File: src/rtl/amo_rmw_sequencer_if.sv
// Bundle of the request, array, ALU and response signals around amo_rmw_sequencer.
// master = the sequencer's view; slave = the surrounding requester/array/ALU view.
interface amo_rmw_sequencer_if #(
  parameter int unsigned ADDR_W = 40,
  parameter int unsigned TAG_W  = 8
);
  logic              req_valid;
  logic              req_ready;
  logic [ADDR_W-1:0] req_addr;
  logic [4:0]        req_cmd;
  logic [1:0]        req_size;
  logic [63:0]       req_data;
  logic [TAG_W-1:0]  req_tag;

  logic              rd_valid;
  logic              rd_ready;
  logic [ADDR_W-1:0] rd_addr;
  logic              rdata_valid;
  logic [63:0]       rdata;

  logic [7:0]        alu_mask;
  logic [4:0]        alu_cmd;
  logic [63:0]       alu_lhs;
  logic [63:0]       alu_rhs;
  logic [63:0]       alu_out;

  logic              wr_valid;
  logic              wr_ready;
  logic [ADDR_W-1:0] wr_addr;
  logic [63:0]       wr_data;
  logic [7:0]        wr_mask;

  logic              resp_valid;
  logic              resp_ready;
  logic [63:0]       resp_data;
  logic [TAG_W-1:0]  resp_tag;
  logic              resp_err;
  logic              busy;

  modport master (
    input  req_valid, req_addr, req_cmd, req_size, req_data, req_tag,
    input  rd_ready, rdata_valid, rdata, alu_out, wr_ready, resp_ready,
    output req_ready, rd_valid, rd_addr, alu_mask, alu_cmd, alu_lhs, alu_rhs,
    output wr_valid, wr_addr, wr_data, wr_mask,
    output resp_valid, resp_data, resp_tag, resp_err, busy
  );

  modport slave (
    output req_valid, req_addr, req_cmd, req_size, req_data, req_tag,
    output rd_ready, rdata_valid, rdata, alu_out, wr_ready, resp_ready,
    input  req_ready, rd_valid, rd_addr, alu_mask, alu_cmd, alu_lhs, alu_rhs,
    input  wr_valid, wr_addr, wr_data, wr_mask,
    input  resp_valid, resp_data, resp_tag, resp_err, busy
  );
endinterface

File: src/rtl/amo_rmw_sequencer.sv
// Single-outstanding AMO read-modify-write sequencer: reads the aligned dword,
// feeds the downstream AMO ALU from registers, writes the result back, returns the pre-op value.
module amo_rmw_sequencer #(
  parameter int unsigned ADDR_W = 40,
  parameter int unsigned TAG_W  = 8
) (
  input  logic                 clock,
  input  logic                 reset,
  amo_rmw_sequencer_if.master  bus
);

  typedef enum logic [2:0] {
    S_IDLE, S_READ, S_WAIT, S_EXEC, S_WRITE, S_RESP
  } state_e;

  state_e            state_q, state_d;
  logic [ADDR_W-1:2] addr_q, addr_d;
  logic [4:0]        cmd_q, cmd_d;
  logic [1:0]        size_q, size_d;
  logic [TAG_W-1:0]  tag_q, tag_d;
  logic [63:0]       rhs_q, rhs_d;
  logic [7:0]        mask_q, mask_d;
  logic [63:0]       lhs_q, lhs_d;
  logic [63:0]       wr_data_q, wr_data_d;
  logic              err_q, err_d;
  logic              rd_valid_q, rd_valid_d;
  logic              wr_valid_q, wr_valid_d;
  logic              resp_valid_q, resp_valid_d;
  logic              busy_q, busy_d;

  logic              req_ready;
  logic              req_err;
  logic [31:0]       lane_word;

  // Gated by reset so nothing is accepted while the block is held in reset.
  assign req_ready = (state_q == S_IDLE) && !reset;

  always_comb begin
    state_d   = state_q;
    addr_d    = addr_q;
    cmd_d     = cmd_q;
    size_d    = size_q;
    tag_d     = tag_q;
    rhs_d     = rhs_q;
    mask_d    = mask_q;
    lhs_d     = lhs_q;
    wr_data_d = wr_data_q;
    err_d     = err_q;

    req_err = (bus.req_size < 2'd2)
           || ((bus.req_size == 2'd2) && (bus.req_addr[1:0] != 2'b00))
           || ((bus.req_size == 2'd3) && (bus.req_addr[2:0] != 3'b000));

    case (state_q)
      S_IDLE: begin
        if (bus.req_valid && req_ready) begin
          addr_d = bus.req_addr[ADDR_W-1:2];
          cmd_d  = bus.req_cmd;
          size_d = bus.req_size;
          tag_d  = bus.req_tag;
          err_d  = req_err;
          if (bus.req_size == 2'd3) begin
            mask_d = 8'hFF;
            rhs_d  = bus.req_data;
          end else begin
            mask_d = bus.req_addr[2] ? 8'hF0 : 8'h0F;
            rhs_d  = {bus.req_data[31:0], bus.req_data[31:0]};
          end
          state_d = req_err ? S_RESP : S_READ;
        end
      end
      S_READ:  if (bus.rd_ready) state_d = S_WAIT;
      S_WAIT: begin
        if (bus.rdata_valid) begin
          lhs_d   = bus.rdata;
          state_d = S_EXEC;
        end
      end
      S_EXEC: begin
        wr_data_d = bus.alu_out;
        state_d   = S_WRITE;
      end
      S_WRITE: if (bus.wr_ready) state_d = S_RESP;
      S_RESP:  if (bus.resp_ready) state_d = S_IDLE;
      default: state_d = S_IDLE;
    endcase

    // Valids are registered from the next state so none depends combinationally on its ready.
    rd_valid_d   = (state_d == S_READ);
    wr_valid_d   = (state_d == S_WRITE);
    resp_valid_d = (state_d == S_RESP);
    busy_d       = (state_d != S_IDLE);
  end

  always_ff @(posedge clock or posedge reset) begin
    if (reset) begin
      state_q      <= S_IDLE;
      addr_q       <= '0;
      cmd_q        <= '0;
      size_q       <= '0;
      tag_q        <= '0;
      rhs_q        <= '0;
      mask_q       <= '0;
      lhs_q        <= '0;
      wr_data_q    <= '0;
      err_q        <= 1'b0;
      rd_valid_q   <= 1'b0;
      wr_valid_q   <= 1'b0;
      resp_valid_q <= 1'b0;
      busy_q       <= 1'b0;
    end else begin
      state_q      <= state_d;
      addr_q       <= addr_d;
      cmd_q        <= cmd_d;
      size_q       <= size_d;
      tag_q        <= tag_d;
      rhs_q        <= rhs_d;
      mask_q       <= mask_d;
      lhs_q        <= lhs_d;
      wr_data_q    <= wr_data_d;
      err_q        <= err_d;
      rd_valid_q   <= rd_valid_d;
      wr_valid_q   <= wr_valid_d;
      resp_valid_q <= resp_valid_d;
      busy_q       <= busy_d;
    end
  end

  assign lane_word = addr_q[2] ? lhs_q[63:32] : lhs_q[31:0];

  assign bus.req_ready  = req_ready;
  assign bus.rd_valid   = rd_valid_q;
  assign bus.rd_addr    = {addr_q[ADDR_W-1:3], 3'b000};
  assign bus.alu_mask   = mask_q;
  assign bus.alu_cmd    = cmd_q;
  assign bus.alu_lhs    = lhs_q;
  assign bus.alu_rhs    = rhs_q;
  assign bus.wr_valid   = wr_valid_q;
  assign bus.wr_addr    = {addr_q[ADDR_W-1:3], 3'b000};
  assign bus.wr_data    = wr_data_q;
  assign bus.wr_mask    = mask_q;
  assign bus.resp_valid = resp_valid_q;
  assign bus.resp_data  = err_q ? '0
                        : (size_q == 2'd3) ? lhs_q
                        : {{32{lane_word[31]}}, lane_word};
  assign bus.resp_tag   = tag_q;
  assign bus.resp_err   = err_q;
  assign bus.busy       = busy_q;

endmodule

File: src/flat_wrapper.sv
// flat-port wrapper written by rule: the top's interface ports become plain ports
module amo_rmw_sequencer_flat 
#(
  parameter int unsigned ADDR_W = 40,
  parameter int unsigned TAG_W  = 8
)
  (clock, reset, bus_req_valid, bus_req_addr, bus_req_cmd, bus_req_size, bus_req_data, bus_req_tag, bus_rd_ready, bus_rdata_valid, bus_rdata, bus_alu_out, bus_wr_ready, bus_resp_ready, bus_req_ready, bus_rd_valid, bus_rd_addr, bus_alu_mask, bus_alu_cmd, bus_alu_lhs, bus_alu_rhs, bus_wr_valid, bus_wr_addr, bus_wr_data, bus_wr_mask, bus_resp_valid, bus_resp_data, bus_resp_tag, bus_resp_err, bus_busy);
  amo_rmw_sequencer_if #(.ADDR_W(ADDR_W), .TAG_W(TAG_W)) bus_i ();
  input  logic clock;
  input  logic reset;
  input wire logic [$bits(bus_i.req_valid)-1:0] bus_req_valid;
  input wire logic [$bits(bus_i.req_addr)-1:0] bus_req_addr;
  input wire logic [$bits(bus_i.req_cmd)-1:0] bus_req_cmd;
  input wire logic [$bits(bus_i.req_size)-1:0] bus_req_size;
  input wire logic [$bits(bus_i.req_data)-1:0] bus_req_data;
  input wire logic [$bits(bus_i.req_tag)-1:0] bus_req_tag;
  input wire logic [$bits(bus_i.rd_ready)-1:0] bus_rd_ready;
  input wire logic [$bits(bus_i.rdata_valid)-1:0] bus_rdata_valid;
  input wire logic [$bits(bus_i.rdata)-1:0] bus_rdata;
  input wire logic [$bits(bus_i.alu_out)-1:0] bus_alu_out;
  input wire logic [$bits(bus_i.wr_ready)-1:0] bus_wr_ready;
  input wire logic [$bits(bus_i.resp_ready)-1:0] bus_resp_ready;
  output wire logic [$bits(bus_i.req_ready)-1:0] bus_req_ready;
  output wire logic [$bits(bus_i.rd_valid)-1:0] bus_rd_valid;
  output wire logic [$bits(bus_i.rd_addr)-1:0] bus_rd_addr;
  output wire logic [$bits(bus_i.alu_mask)-1:0] bus_alu_mask;
  output wire logic [$bits(bus_i.alu_cmd)-1:0] bus_alu_cmd;
  output wire logic [$bits(bus_i.alu_lhs)-1:0] bus_alu_lhs;
  output wire logic [$bits(bus_i.alu_rhs)-1:0] bus_alu_rhs;
  output wire logic [$bits(bus_i.wr_valid)-1:0] bus_wr_valid;
  output wire logic [$bits(bus_i.wr_addr)-1:0] bus_wr_addr;
  output wire logic [$bits(bus_i.wr_data)-1:0] bus_wr_data;
  output wire logic [$bits(bus_i.wr_mask)-1:0] bus_wr_mask;
  output wire logic [$bits(bus_i.resp_valid)-1:0] bus_resp_valid;
  output wire logic [$bits(bus_i.resp_data)-1:0] bus_resp_data;
  output wire logic [$bits(bus_i.resp_tag)-1:0] bus_resp_tag;
  output wire logic [$bits(bus_i.resp_err)-1:0] bus_resp_err;
  output wire logic [$bits(bus_i.busy)-1:0] bus_busy;
  assign bus_i.req_valid = bus_req_valid;
  assign bus_i.req_addr = bus_req_addr;
  assign bus_i.req_cmd = bus_req_cmd;
  assign bus_i.req_size = bus_req_size;
  assign bus_i.req_data = bus_req_data;
  assign bus_i.req_tag = bus_req_tag;
  assign bus_i.rd_ready = bus_rd_ready;
  assign bus_i.rdata_valid = bus_rdata_valid;
  assign bus_i.rdata = bus_rdata;
  assign bus_i.alu_out = bus_alu_out;
  assign bus_i.wr_ready = bus_wr_ready;
  assign bus_i.resp_ready = bus_resp_ready;
  assign bus_req_ready = bus_i.req_ready;
  assign bus_rd_valid = bus_i.rd_valid;
  assign bus_rd_addr = bus_i.rd_addr;
  assign bus_alu_mask = bus_i.alu_mask;
  assign bus_alu_cmd = bus_i.alu_cmd;
  assign bus_alu_lhs = bus_i.alu_lhs;
  assign bus_alu_rhs = bus_i.alu_rhs;
  assign bus_wr_valid = bus_i.wr_valid;
  assign bus_wr_addr = bus_i.wr_addr;
  assign bus_wr_data = bus_i.wr_data;
  assign bus_wr_mask = bus_i.wr_mask;
  assign bus_resp_valid = bus_i.resp_valid;
  assign bus_resp_data = bus_i.resp_data;
  assign bus_resp_tag = bus_i.resp_tag;
  assign bus_resp_err = bus_i.resp_err;
  assign bus_busy = bus_i.busy;
  amo_rmw_sequencer #(.ADDR_W(ADDR_W), .TAG_W(TAG_W)) u_core (.clock(clock), .reset(reset), .bus(bus_i));
endmodule
File: config.mk
export PLATFORM = sky130hd
export DESIGN_NAME = amo_rmw_sequencer_flat
export DESIGN_NICKNAME = d
export VERILOG_FILES = /design/src/rtl/amo_rmw_sequencer_if.sv /design/src/rtl/amo_rmw_sequencer.sv /design/src/flat_wrapper.sv
export SDC_FILE = /design/constraint.sdc
export NUM_CORES = 1
export LEC_CHECK = 0
export ABC_AREA = 1
export BUFFER_PORTS_ARGS = -buffer_cell sky130_fd_sc_hd__buf_2
export CORE_AREA = 2 2 241 243
export DETAILED_ROUTE_END_ITERATION = 10
export DIE_AREA = 0 0 243 245
export HOLD_SLACK_MARGIN = 0.06
export PLACE_DENSITY = 0.44
export SYNTH_ARGS = -nofsm -noshare
export SYNTH_HDL_FRONTEND = slang
export SYNTH_SLANG_ARGS = --single-unit
File: constraint.sdc
create_clock -name clock -period 8.39 [get_ports clock]
set_input_delay 0 -clock clock [delete_from_list [all_inputs] [get_ports clock]]
set_output_delay 0 -clock clock [all_outputs]
set_load 0.02 [all_outputs]
==> results of run 1 <==
==> report_power, final <==
group / leakage (nW) / internal (mW) / switching, mW
Clock: 0.461 / 0.737 / 0.533
Sequential: 3.16 / 1.81 / 0.480
Combinational: 6.28 / 1.13 / 2.36
Total: 9.90 / 3.69 / 3.37
==> per-layer routing <==
metal | global-route usage [%] | share of wire (%) | up-vias | wire (microns)
li1 | - | - | 5763 | -
met1 | 18.5 | 42 | 5595 | 19100
met2 | 25.1 | 49 | 450 | 22300
met3 | 2.79 | 6.3 | 85 | 2890
met4 | 4.57 | 2.8 | 2 | 1270
met5 | 0 | 0.028 | - | 13
==> cells in the final DEF, fill, tap and decap left out, types with 15 or more instances in the layout <==
master	Yosys	routed
sky130_fd_sc_hd__dfrtp_1	255	255
sky130_fd_sc_hd__nor2_1	139	139
sky130_fd_sc_hd__o31ai_1	32	32
sky130_fd_sc_hd__clkbuf_16	0	31
sky130_fd_sc_hd__inv_1	16	15
sky130_fd_sc_hd__buf_2	33	618
sky130_fd_sc_hd__dlygate4sd3_1	0	257
sky130_fd_sc_hd__a21oi_1	34	34
sky130_fd_sc_hd__o21ai_0	33	33
sky130_fd_sc_hd__nand2_1	716	716
==> registers in the layout, summed over array words and instances, names as in the netlist <==
register               flops
u_core.addr_q             38
u_core.bus.alu_cmd         5
u_core.bus.alu_lhs        64
u_core.bus.alu_mask        2
u_core.bus.alu_rhs        64
u_core.bus.busy            1
u_core.bus.rd_valid        1
u_core.bus.resp_err        1
u_core.bus.resp_tag        8
u_core.bus.resp_valid      1
u_core.bus.wr_data        64
u_core.bus.wr_valid        1
u_core.size_q              2
u_core.state_q             3
==> worst max-delay path, delay by kind of cell (launching register included) <==
kind,cells,cell delay (ns)
buf+inv,4,1.71
simple gates,5,1.21
flops,1,0.45
==> through the flow <==
step / hold WS (ns) / util, % / area (sq um) / cells / worst slack, ns
after floorplan: 0.0794 / - / 11500 / 1421 / 1.38
after global placement: 0.196 / 25.5 / 14500 / 2645 / 5.45
after detailed placement: 0.199 / 25.5 / 14500 / 2645 / 5.33
after CTS: 0.115 / 31.6 / 18000 / 2955 / 4.83
after global routing: 0.155 / 31.7 / 18100 / 2957 / 4.48
final: 0.155 / 31.7 / 18100 / 2957 / 4.96
==> worst paths after layout <==
| kind | start | end | slack [ns] |
|---|---|---|---|
| min in group clock | bus_req_addr[9] | u_core.addr_q[9] | 0.16 |
| setup reg to reg | u_core.state_q[1] | u_core.bus.wr_valid | 4.96 |
| hold reg to reg | u_core.bus.wr_data[31] | u_core.bus.wr_data[31] | 0.47 |
| max in group asynchronous | reset | u_core.bus.alu_rhs[61] | 6.87 |
| setup / recovery | u_core.state_q[1] | u_core.bus.wr_valid | 4.96 |
| hold / removal | reset | u_core.bus.alu_lhs[13] | 0.15 |
==> cells by family (layout without fill, tap and decap cells) <==
group	Yosys count	count (layout)	share of synthesized area, %
compound gates	102	102	5.22
simple gates	866	866	28.6
buf+inv	192	961	10.3
flops	255	255	55.8
other cells	1	8	0.0328
==> synthesized netlist by cell type <==
| library cell | number |
|---|---|
| sky130_fd_sc_hd__clkbuf_1 | 28 |
| sky130_fd_sc_hd__o31ai_1 | 32 |
| sky130_fd_sc_hd__o21ai_0 | 33 |
| sky130_fd_sc_hd__buf_2 | 33 |
| sky130_fd_sc_hd__inv_1 | 16 |
| sky130_fd_sc_hd__dfrtp_1 | 255 |
| sky130_fd_sc_hd__nor2_2 | 2 |
| sky130_fd_sc_hd__buf_6 | 4 |
| sky130_fd_sc_hd__nand4_1 | 1 |
| sky130_fd_sc_hd__conb_1 | 1 |
| sky130_fd_sc_hd__o21ai_1 | 1 |
| sky130_fd_sc_hd__nand3_1 | 6 |
| sky130_fd_sc_hd__buf_4 | 103 |
| sky130_fd_sc_hd__nor2_1 | 139 |
| sky130_fd_sc_hd__nor4_1 | 1 |
| sky130_fd_sc_hd__nand3_2 | 1 |
| sky130_fd_sc_hd__nand2_1 | 716 |
| sky130_fd_sc_hd__o21bai_1 | 1 |
| sky130_fd_sc_hd__inv_2 | 6 |
| sky130_fd_sc_hd__a21oi_1 | 34 |
| sky130_fd_sc_hd__buf_1 | 2 |
| sky130_fd_sc_hd__a2bb2oi_1 | 1 |
==> what timing repair did <==
| item | in CTS | in global routing |
|---|---|---|
| hold buffers | 257 | 0 |
| gates resized for setup | 0 | 0 |
| hold endpoints to repair | 372 | 0 |
==> cell type report <==
type | instances | area, sq um | area share [%]
tap | 765 | 957 | 5.30
multi-input combinational | 974 | 3920 | 21.7
antenna | 2 | 5.00 | 0.0277
clock buffer | 42 | 857 | 4.75
clock inverter | 11 | 87.6 | 0.485
inverter | 22 | 91.3 | 0.506
timing repair buffer | 886 | 5760 | 31.9
sequential | 255 | 6380 | 35.3
==> tab_implementation.tex, run 1 <==
\begin{tabular}{lr}
\hline
Metric & Value \\
\hline
\multicolumn{2}{l}{\textbf{Timing}} \\
Final Max Tran Viols & 0 \\
Time the worst path needs with I/O delays and setup & 3.43 ns \\
Accumulated negative setup slack & 0 ns \\
Fmax & 291 MHz \\
Final worst path period share & 40.9\% \\
Worst-Margin Slew & 1.24 ns \\
Final worst clock skew & 0.0190 ns \\
Normalized max-slew margin & 17.1\% \\
Setup repair after global routing missed its margin & no \\
Number of failing setup endpoints in the final timing report & 0 \\
Final count of hold timing violations & 0 \\
\multicolumn{2}{l}{\textbf{Route}} \\
Number of nets with antenna violations after detailed routing & 0 \\
Pre-antenna DRT Iters & 5 \\
Routed Wire Length & 45,600 microns \\
Via count & 11,900 \\
Final routed wire length divided by cell count & 15.4 microns \\
Number of violations reported at the end of detailed-routing iteration 0 & 623 \\
Via-per-instance ratio & 4.02 \\
Drc violations & 0 \\
\multicolumn{2}{l}{\textbf{Final layout}} \\
Filler cell count in the final layout & 6,217 \\
Area growth from synthesis to layout & 57.9\% \\
Layout cell share with drive strength beyond 1 & 31.4\% \\
\# nets final & 2,423 \\
\multicolumn{2}{l}{\textbf{CTS}} \\
Cell chosen for the clock root & sky130\_fd\_sc\_hd\_\_clkbuf\_16 \\
Post CTS Setup Buffer Count & 0 \\
Maximum number of buffers from clock root to sink & 3 \\
Clock input transition at the sequential cells of the worst setup and hold paths & 0.06 ns \\
Source-to-sink clock delay at the later pin of the worst-skew pair & 0.57 ns \\
Clock tree from TritonCTS & done \\
Number of clock buffers inserted by TritonCTS & 30 \\
Total number of clock tree sinks & 255 \\
H-tree levels & 1 \\
\multicolumn{2}{l}{\textbf{GRT}} \\
Total routing usage reported by global routing & 14.6\% \\
Antenna violations before repair & 4 \\
Largest net degree at the start of global routing & 139 \\
Total congestion overflow after global routing & 0 \\
Vias in the first global route & 12,100 \\
First-pass GRT wire length & 69,200 microns \\
\multicolumn{2}{l}{\textbf{Placed design}} \\
RePlAce Congestion & 0.871 \\
PortBufs & 618 \\
Sum of net half-perimeters after detailed placement & 31,900 microns \\
\multicolumn{2}{l}{\textbf{Die}} \\
Die ar. & 59,500 sq um \\
Floorplan die width & 243 microns \\
Starting Density & 20.0\% \\
Chip Height & 245 microns \\
Number of core rows & 88 \\
Total core area & 57,000 sq um \\
\# IOs & 625 \\
\multicolumn{2}{l}{\textbf{Logic synthesis}} \\
Cell variety after synth & 22 \\
Cell count after synthesis & 1,416 \\
Part of the Yosys area used for sequential elements & 55.8\% \\
Post-synth design cell area & 11,400 sq um \\
Number of storage elements in the synthesis netlist & 255 \\
Most area-hungry cell type in the Yosys netlist & sky130\_fd\_sc\_hd\_\_dfrtp\_1 \\
Leading post-synthesis cells by cell area & sky130\_fd\_sc\_hd\_\_dfrtp\_1 (56\%), sky130\_fd\_sc\_hd\_\_nand2\_1 (24\%), sky130\_fd\_sc\_hd\_\_buf\_4 (6.8\%) \\
Mapped Avg Cell Area & 8.08 sq um \\
Synth top area share & 55.8\% \\
Total of warnings raised by yosys & 0 \\
\multicolumn{2}{l}{\textbf{Worst hold path}} \\
Worst Hold Class & in -> async \\
\multicolumn{2}{l}{\textbf{Power and ir drop}} \\
Sum of internal, switching and leakage power & 7.06 mW \\
P\_leak & 9.90 nW \\
Worst IR Drop VDD & 235 uV \\
Pwr Density & 391 nW/um\^{}2 \\
\multicolumn{2}{l}{\textbf{Worst setup path}} \\
Arr. time, crit path & 3.93 ns \\
Slowest cell on the critical path & sky130\_fd\_sc\_hd\_\_buf\_4 \\
Reg2Reg Depth & 9 \\
Maximum cell stage delay along the critical path & 0.74 ns \\
CP endpoint kind & flop \\
Critical Path Start Type & flop \\
CP dominant cell by count & sky130\_fd\_sc\_hd\_\_nand2\_1 \\
Critical path data required time & 8.89 ns \\
List of cells traversed by the critical path & nor2\_2 > nand3\_4 > clkinv\_2 > buf\_4 > nand2\_1 > nand2\_1 > inv\_2 > nor2\_1 > dlygate4sd3\_1 \\
CP Class & reg -> reg \\
Largest fanout on the critical path & 77 \\
\multicolumn{2}{l}{\textbf{Job}} \\
Max-capacitance violation count & 0 \\
\multicolumn{2}{l}{\textbf{Run status}} \\
Status & finished, final reports clean \\
\hline
\end{tabular}
(Power assumes the default switching activity.)
==> inputs of run 2 (changes only) <==
==> constraint.sdc (replaced) <==
create_clock -name clock -period 3.5 [get_ports clock]
set_input_delay 0 -clock clock [delete_from_list [all_inputs] [get_ports clock]]
set_output_delay 0 -clock clock [all_outputs]
set_load 0.02 [all_outputs]
==> run 2 against run 1 <==
- cell count up 0.24%
- routed wire length grew 1.3%
- combinational power is 140% higher
- global-route usage is 0.18 points higher
- design area rose by 1.1%
- largest power group unchanged
==> tab_implementation.tex, run 2 (same netlist as run 1, synthesis figures left out) <==
\begin{tabular}{lr}
\hline
Metric & Value \\
\hline
\multicolumn{2}{l}{\textbf{Run status}} \\
Status & finished, final reports clean \\
\multicolumn{2}{l}{\textbf{Placed design}} \\
PortBufs & 618 (unchanged) \\
Post-placement cell count & 2,650 (+0.19\%) \\
RePlAce Congestion & 0.831 (-4.7\%) \\
Sum of net half-perimeters after detailed placement & 32,300 microns (+1.3\%) \\
Worst setup slack after placement & 1.58 ns (-3.75 ns) \\
\multicolumn{2}{l}{\textbf{Timing}} \\
Final worst path period share & 81.1\% (+40 points) \\
Setup repair after global routing missed its margin & no \\
Time the worst path needs with I/O delays and setup & 2.84 ns (-0.594 ns) \\
Accumulated negative setup slack & 0 ns (unchanged) \\
Final worst clock skew & 0.0298 ns (+0.0108 ns) \\
Fmax & 352 MHz (+21\%) \\
Final Max Tran Viols & 0 (unchanged) \\
Final count of hold timing violations & 0 (unchanged) \\
Post-route worst setup slack & 0.663 ns (-4.30 ns) \\
Number of failing setup endpoints in the final timing report & 0 (unchanged) \\
Worst-Margin Slew & 1.19 ns (-0.0548 ns) \\
Normalized max-slew margin & 20.8\% (+3.7 points) \\
\multicolumn{2}{l}{\textbf{GRT}} \\
Vias in the first global route & 12,000 (-0.47\%) \\
Total routing usage reported by global routing & 14.8\% (+0.18 points) \\
Largest net degree at the start of global routing & 153 (+10\%) \\
Total congestion overflow after global routing & 0 (unchanged) \\
First-pass GRT wire length & 69,600 microns (+0.49\%) \\
Antenna violations before repair & 2 (-2) \\
\multicolumn{2}{l}{\textbf{Route}} \\
Number of nets with antenna violations after detailed routing & 0 (unchanged) \\
Final routed wire length divided by cell count & 15.6 microns (+1.0\%) \\
Pre-antenna DRT Iters & 5 (unchanged) \\
Routed Wire Length & 46,200 microns (+1.3\%) \\
Number of violations reported at the end of detailed-routing iteration 0 & 646 (+3.7\%) \\
Via count & 12,000 (+0.71\%) \\
Drc violations & 0 (unchanged) \\
Via-per-instance ratio & 4.04 (+0.48\%) \\
\multicolumn{2}{l}{\textbf{Die}} \\
Floorplan die width & 243 microns (unchanged) \\
Number of core rows & 88 (unchanged) \\
\# IOs & 625 (unchanged) \\
Total core area & 57,000 sq um (unchanged) \\
Chip Height & 245 microns (unchanged) \\
Starting Density & 20.0\% (unchanged) \\
Die ar. & 59,500 sq um (unchanged) \\
\multicolumn{2}{l}{\textbf{Final layout}} \\
Post-route insts no fill & 2,964 (+0.24\%) \\
Post-Route Utilization & 32.0\% (+0.35 points) \\
Area growth from synthesis to layout & 59.6\% \\
Commonest cells after routing, fill and taps aside & sky130\_fd\_sc\_hd\_\_nand2\_1 (716), sky130\_fd\_sc\_hd\_\_buf\_2 (618), sky130\_fd\_sc\_hd\_\_dfrtp\_1 (255), sky130\_fd\_sc\_hd\_\_dlygate4sd3\_1 (253), sky130\_fd\_sc\_hd\_\_nor2\_1 (139) \\
\# nets final & 2,428 (+0.21\%) \\
Most common cell after layout, fill and taps aside & sky130\_fd\_sc\_hd\_\_nand2\_1 \\
Layout cell share with drive strength beyond 1 & 31.7\% (+0.34 points) \\
\multicolumn{2}{l}{\textbf{Worst setup path}} \\
Largest fanout on the critical path & 65 (-16\%) \\
Critical Path Start Type & flop \\
Critical path data required time & 3.95 ns (-4.94 ns) \\
Arr. time, crit path & 3.29 ns (-0.64 ns) \\
CP endpoint kind & flop \\
CP Class & reg -> reg \\
\multicolumn{2}{l}{\textbf{Worst hold path}} \\
Worst Hold Class & in -> reg \\
\multicolumn{2}{l}{\textbf{Power and ir drop}} \\
Worst IR Drop VDD & 436 uV (+85\%) \\
Pwr Density & 949 nW/um\^{}2 (+140\%) \\
Sum of internal, switching and leakage power & 17.3 mW (+150\%) \\
P\_leak & 9.99 nW (+0.96\%) \\
\multicolumn{2}{l}{\textbf{CTS}} \\
Clock input transition at the sequential cells of the worst setup and hold paths & 0.06 ns (about the same) \\
Maximum number of buffers from clock root to sink & 3 (unchanged) \\
Source-to-sink clock delay at the later pin of the worst-skew pair & 0.54 ns (-0.03 ns) \\
Resize count post-CTS & 0 (unchanged) \\
Total number of clock tree sinks & 255 (unchanged) \\
Number of clock buffers inserted by TritonCTS & 34 (+13\%) \\
H-tree levels & 2 (+1) \\
Cell chosen for the clock root & sky130\_fd\_sc\_hd\_\_clkbuf\_16 \\
Clock tree from TritonCTS & done \\
\multicolumn{2}{l}{\textbf{Job}} \\
Max-capacitance violation count & 0 (unchanged) \\
\hline
\end{tabular}
## run 2: changes by cell type in the layout (fill, tap and decap cells not counted), moves of 2 or more
cell,before,now
sky130_fd_sc_hd__clkinv_8,0,2
sky130_fd_sc_hd__clkbuf_1,7,9
sky130_fd_sc_hd__clkinv_4,0,2
sky130_fd_sc_hd__clkbuf_8,4,9
sky130_fd_sc_hd__buf_12,1,5
sky130_fd_sc_hd__clkinv_2,8,3
sky130_fd_sc_hd__clkbuf_16,31,35
sky130_fd_sc_hd__dlygate4sd3_1,257,253
## run 2: cell type report
type	instances	area [sq um]
well taps	765	957
clock buffers	53	1030
clock inverters	7	67.6
inverters	22	87.6
diodes	1	2.50
multi-input cells	974	3920
flip-flops and latches	255	6380
fillers	6200	38800
repair buffers	887	5810
## run 2: power by group
group,leakage (nW),switching [mW],internal [mW]
Clock,0.537,1.35,2.04
Sequential,3.16,1.17,4.35
Combinational,6.30,5.69,2.72
Total,9.99,8.21,9.11
## run 2: repair_timing
action / CTS / global route
setup buffers: 0 / 0
hold buffers: 253 / 0
endpoints found under the hold margin: 285 / 0
## run 2: worst paths after layout
path	start	endpoint	slack, ns	depth (start not counted)
max	u_core.state_q[2]	u_core.bus.rd_valid	0.66	9
min	bus_req_valid	u_core.addr_q[22]	0.15	5
max reg2reg	u_core.state_q[2]	u_core.bus.rd_valid	0.66	9
min reg2reg	u_core.bus.wr_data[5]	u_core.bus.wr_data[5]	0.47	2
max in group asynchronous	reset	u_core.bus.alu_rhs[48]	2.28	4
min in group asynchronous	reset	u_core.bus.alu_lhs[12]	0.24	3
## run 2: metal layers
layer | vias to the layer above | routed length [microns] | GRT usage [%]
met5 | - | 0 | 0
met4 | 0 | 1090 | 4.71
met3 | 61 | 2750 | 3.06
met2 | 442 | 23200 | 25.8
met1 | 5700 | 19100 | 18.1
li1 | 5777 | - | -
## run 2: worst max-delay path, stage by stage (launching register included)
cell	delay (ns)
sky130_fd_sc_hd__dfrtp_1	0.44
sky130_fd_sc_hd__inv_2	0.09
sky130_fd_sc_hd__nand3_2	0.10
sky130_fd_sc_hd__buf_4	0.58
sky130_fd_sc_hd__nand3_1	0.14
sky130_fd_sc_hd__inv_1	0.09
sky130_fd_sc_hd__nand2_1	0.05
sky130_fd_sc_hd__dlygate4sd3_1	0.61
sky130_fd_sc_hd__nor2_1	0.12
sky130_fd_sc_hd__dlygate4sd3_1	0.55
## run 2: through the flow
stage,hold slack [ns],instance area [sq um]
2_1_floorplan,0.0794,11500
3_3_place_gp,0.192,14600
3_5_place_dp,0.197,14600
4_1_cts,0.140,18300
5_1_grt,0.168,18300
6_report,0.149,18300
